File: config.mk
export PLATFORM = sky130hd
export DESIGN_NAME = universal_shift_register
export DESIGN_NICKNAME = d
export VERILOG_FILES = /design/src/rtl/usr_pkg.sv /design/src/rtl/usr_word_counter.sv /design/src/rtl/universal_shift_register.sv
export SDC_FILE = /design/constraint.sdc
export NUM_CORES = 1
export LEC_CHECK = 0
export ABC_AREA = 1
export BUFFER_PORTS_ARGS = -buffer_cell sky130_fd_sc_hd__buf_2
export CAP_MARGIN = 20
export CELL_PAD_IN_SITES_DETAIL_PLACEMENT = 0
export CELL_PAD_IN_SITES_GLOBAL_PLACEMENT = 1
export CORE_MARGIN = 1
export CORE_UTILIZATION = 35
export DETAILED_ROUTE_END_ITERATION = 12
export GPL_TIMING_DRIVEN = 1
export PLACE_DENSITY_LB_ADDON = 0.2
export REMOVE_ABC_BUFFERS = 1
export SYNTH_ARGS = -nofsm -noshare
export SYNTH_HDL_FRONTEND = slang
export SYNTH_HIERARCHICAL = 1
export SYNTH_SLANG_ARGS = --single-unit
File: constraint.sdc
create_clock -name clk -period 1.95 [get_ports clk]
set_input_delay 0.39 -clock clk [delete_from_list [all_inputs] [get_ports clk]]
set_output_delay 0.39 -clock clk [all_outputs]
set_load 0.005 [all_outputs]
File: src/rtl/usr_pkg.sv
// Package: usr_pkg
// Shared types and helpers for the universal shift register.
//   usr_mode_e   : 3-bit operation select encoding
//   usr_is_shift : 1 when a mode moves data by one bit position. These are
//                  the modes the word counter tracks.
// Optional macro: USR_ROTATE_EN adds ROL/ROR to the set of counted shifts.
package usr_pkg;

    typedef enum logic [2:0] {
        HOLD  = 3'b000,
        SHL   = 3'b001,
        SHR   = 3'b010,
        LOAD  = 3'b011,
        ROL   = 3'b100,
        ROR   = 3'b101,
        CLEAR = 3'b110,
        RSVD  = 3'b111
    } usr_mode_e;

    function automatic logic usr_is_shift(input usr_mode_e mode);
`ifdef USR_ROTATE_EN
        return (mode == SHL) || (mode == SHR) || (mode == ROL) || (mode == ROR);
`else
        return (mode == SHL) || (mode == SHR);
`endif
    endfunction

endpackage

File: src/rtl/usr_word_counter.sv
// Module: usr_word_counter
// Counts single-bit shifts modulo WIDTH. It pulses wrap_pulse for one cycle
// after the WIDTH-th shift of a word.
//   clk        in  clock, rising edge
//   rst        in  synchronous active-high reset
//   step       in  a counted shift happens this cycle
//   clear      in  restart the word (load/clear); takes priority over step
//   cnt        out shifts completed in the current word
//   wrap_pulse out registered one-cycle pulse on word completion
module usr_word_counter #(
    parameter  int WIDTH = 8,
    localparam int CW    = $clog2(WIDTH)
) (
    input  logic          clk,
    input  logic          rst,
    input  logic          step,
    input  logic          clear,
    output logic [CW-1:0] cnt,
    output logic          wrap_pulse
);

    localparam logic [CW-1:0] CNT_MAX = CW'(WIDTH - 1);

    // NOTE: sequential state uses non-blocking assignments only, so every
    // register samples values from before the edge and the simulation cannot race.
    always_ff @(posedge clk) begin
        if (rst) begin
            cnt        <= '0;
            wrap_pulse <= 1'b0;
        end else if (clear) begin
            cnt        <= '0;
            wrap_pulse <= 1'b0;
        end else if (step) begin
            if (cnt == CNT_MAX) begin
                cnt        <= '0;
                wrap_pulse <= 1'b1;
            end else begin
                cnt        <= cnt + 1'b1;
                wrap_pulse <= 1'b0;
            end
        end else begin
            // Hold the count. The pulse drops, so it can only last one cycle.
            wrap_pulse <= 1'b0;
        end
    end

endmodule

File: src/rtl/universal_shift_register.sv
// Module: universal_shift_register
// Parametrised universal shift register. It supports left/right shift,
// parallel load, clear and hold, with serial I/O in both directions. A word
// counter flags each completed WIDTH-bit word for serial<->parallel conversion.
//   clk        in  clock, rising edge
//   rst        in  synchronous active-high reset (priority over all)
//   en         in  operation enable; 0 holds q and the count
//   mode       in  operation select (usr_mode_e encoding)
//   sin_l      in  serial in, enters q[0] on a left shift
//   sin_r      in  serial in, enters q[WIDTH-1] on a right shift
//   pin        in  parallel load data
//   q          out register contents
//   sout_l     out q[WIDTH-1]
//   sout_r     out q[0]
//   shift_cnt  out shifts since last load/clear/wrap
//   word_done  out one-cycle pulse after the WIDTH-th shift
// Optional macro: USR_ROTATE_EN enables ROL/ROR. When it is undefined, those
// two modes act as HOLD and no rotate logic is built.
module universal_shift_register
    import usr_pkg::*;
#(
    parameter  int               WIDTH     = 8,
    parameter  logic [WIDTH-1:0] RESET_VAL = '0,
    localparam int               CW        = $clog2(WIDTH)
) (
    input  logic             clk,
    input  logic             rst,
    input  logic             en,
    input  logic [2:0]       mode,
    input  logic             sin_l,
    input  logic             sin_r,
    input  logic [WIDTH-1:0] pin,
    output logic [WIDTH-1:0] q,
    output logic             sout_l,
    output logic             sout_r,
    output logic [CW-1:0]    shift_cnt,
    output logic             word_done
);

    usr_mode_e        op;
    logic [WIDTH-1:0] q_next;
    logic             cnt_step;
    logic             cnt_clear;

    assign op = usr_mode_e'(mode);

    // NOTE: q_next gets a default before the case, so an unlisted mode can
    // never leave it unassigned and infer a latch.
    always_comb begin
        q_next = q;
        if (en) begin
            case (op)
                SHL:     q_next = {q[WIDTH-2:0], sin_l};
                SHR:     q_next = {sin_r, q[WIDTH-1:1]};
                LOAD:    q_next = pin;
`ifdef USR_ROTATE_EN
                ROL:     q_next = {q[WIDTH-2:0], q[WIDTH-1]};
                ROR:     q_next = {q[0], q[WIDTH-1:1]};
`endif
                CLEAR:   q_next = RESET_VAL;
                default: q_next = q;
            endcase
        end
    end

    always_ff @(posedge clk) begin
        if (rst) begin
            q <= RESET_VAL;
        end else begin
            q <= q_next;
        end
    end

    // A load or clear restarts the word. Because clear has priority inside the
    // counter, a load in the wrap cycle suppresses the pulse.
    assign cnt_step  = en && usr_is_shift(op);
    assign cnt_clear = en && ((op == LOAD) || (op == CLEAR));

    usr_word_counter #(
        .WIDTH (WIDTH)
    ) u_word_counter (
        .clk        (clk),
        .rst        (rst),
        .step       (cnt_step),
        .clear      (cnt_clear),
        .cnt        (shift_cnt),
        .wrap_pulse (word_done)
    );

    assign sout_l = q[WIDTH-1];
    assign sout_r = q[0];

endmodule

==> metrics.txt <==
status=finished clean; setup total negative slack=0 ns; min Tclk post-route=1.182 ns; Sw Ratio=30.58%; clock share of power=31.8%; met1 Track Usage GR=22.12%; area of the multi-input gates=489.2 sq um; Synth area leader=dfxtp_1; Routed WL=1884 microns; Slowest-stage cell, CP=dfxtp_1; CTS root buffer=clkbuf_4; GRT overflow=0; Synth cell types=22; Peak VDD IR=0.4841 mV; cts repair resizes=0; Crit path arrival time=0.79 ns; Cell Int Power=0.0004391 W; FFs w/ async S/R, synth=0%; Power Total=0.0006325 W; register area=240.2 sq um; CP peak stage delay=0.38 ns; final number of max-transition violations=0; synth top area cells=dfxtp_1 29%, nand2_1 12%, nor2_1 7.6%; WL/cell=10.30 microns; mapped cell area=840.8 sq um; Die X=51.02 microns; M3 GR Usage=4.464%; Synth Register Bits=12; worst path bufs/invs=1; CP Capture Type=output pin; Sw Pwr=0.0001934 W; Core Box Area=2233 sq um; Main synth FF type=dfxtp_1; RePlAce Congestion=0.7819; n_diodes=0; Setup Fix Bufs, Post-CTS=0; Worst Tran Pin Value=0.2240 ns; Reg power frac=43.4%; cell count after synthesis=126; max cap viols=0; clock sinks=12; CP cell instances=buf_2; detailed-placement wirelength estimate=1476 microns; share of cells above drive strength 1=36.77%; clock tree buffer depth=2; area share of the largest cell type after synthesis=28.57%; total track usage=16.75%; NumNets Final=174; LEAKAGE=0.5573 nW; met2 Use GR=26.75%; I/O pin count=30; gr busiest metal=met2; Startpoint Class=flip-flop; htree depth=1; worst-skew pair later-pin latency=0.28 ns; clock skew=0.006171 ns; Comb power frac=24.8%; Post-synth EDFFs=0; std cell rows=17; fillers=252; post-route DRC violation count=0; port bufs=29; worst path required time=1.56 ns; Hold Crit Class=in -> reg; Avg Vias per Cell=4.727; CTS clk-pin slew, worst paths=0.08 ns; Post-synth top cells=27 x nand2_1, 17 x nor2_1, 15 x inv_1; Max Clk Rate=0.8461 GHz; CTS Buf Count=3; CP Class=reg -> out; register area share after synthesis=28.57%; initial antenna violation count=0; total number of vias=865; Max FO, Critical Path=4; Layout area overhead=21.73%; TritonRoute pass-1 iters=4; vias in the first global route=776; RSZ-0062 raised after global routing=no; Die ar.=2603 sq um; Initial DRC Count=15; Hold Fails Final Rpt=0; Mapped Avg Cell Area=6.673 sq um; CTS tree=built; largest net degree at the start of global routing=11; period utilization=60.61%; Initial Util=37.65%; Routed Antenna Nets=0; Worst slew margin=85.05%; synthesis warning total=6; CP top delay family=flip-flops; final setup fails=0; hold_buf cts=0; first-pass GRT wire length=3256 microns; top-count cell post-synth=nand2_1; Die Height=51.02 microns; pwr dens=618.0 nW/um^2
[power by group through the flow]
stage | logic (W) | registers, W | clock network [W]
global placement | 0.000158 | 0.000280 | 0
detailed placement | 0.000158 | 0.000281 | 0
floorplan | 0.0000980 | 0.000280 | 0
finish | 0.000157 | 0.000275 | 0.000201
global route | 0.000180 | 0.000277 | 0.000219
CTS | 0.000159 | 0.000275 | 0.000207
[layout make-up]
class	instances	share of cell area [%]
Timing Repair Buffer	29	14.18
Inverter	20	7.579
Sequential cell	12	23.47
Tap cell	28	3.423
Multi-Input combinational cell	90	47.80
Clock buffer	4	3.545
[registers in the layout, indices dropped and copies added (netlist names)]
name / count
u_word_counter/wrap_pulse: 1
q: 8
u_word_counter/cnt: 3
[metrics by stage]
stage               hold WS, ns  utilization [%]  std cells  worst slack (ns)  instance area, sq um
global route             0.2890            45.83        183            0.6875                  1023
floorplan                0.4524                -        122            0.8180                 807.0
global placement         0.4724            44.20        179            0.5498                 987.2
detailed placement       0.4784            44.20        179            0.5189                 987.2
finish                   0.2914            45.83        183            0.7681                  1023
CTS                      0.2874            45.83        183            0.7557                  1023
[per-layer routing]
metal | vias to the layer above | routed length [microns]
met5 | - | 0
met4 | 0 | 12
met3 | 2 | 69
met2 | 18 | 896
met1 | 390 | 905
li1 | 455 | -
[path summary, 6_finish.rpt]
| path | startpoint | end | slack (ns) | depth (start not counted) |
|---|---|---|---|---|
| setup reg to reg | u_word_counter/cnt[0]$_SDFFE_PP0P_ | u_word_counter/cnt[2]$_SDFFE_PP0P_ | 0.88 | 4 |
| hold / removal | rst | q[0]$_SDFFE_PP0P_ | 0.29 | 2 |
| hold reg to reg | u_word_counter/cnt[1]$_SDFFE_PP0P_ | u_word_counter/cnt[1]$_SDFFE_PP0P_ | 0.48 | 2 |
| setup / recovery | q[0]$_SDFFE_PP0P_ | q[0] | 0.77 | 1 |
[layout by cell type, fill, tap and decap left out, types with 2 or more instances in the layout]
master	instances
clkbuf_4	3
nand3_1	11
buf_2	29
ha_1	2
inv_1	15
dfxtp_1	12
nor2_2	6
nand3b_1	3
inv_2	4
a21oi_1	7
nand2_1	27
nand2_2	4
nor2_1	17
nand3_2	2
nand2_4	2
nand4_1	4
[logic make-up (layout without fill, tap and decap cells)]
kind of cell,Yosys count,after routing,synth area share [%]
simple gates,79,79,48.96
fa+ha+maj,2,2,2.976
flops,12,12,28.57
buf+inv,24,53,13.24
compound gates,9,9,6.250
Note: power is estimated with default switching activity, not from simulation.
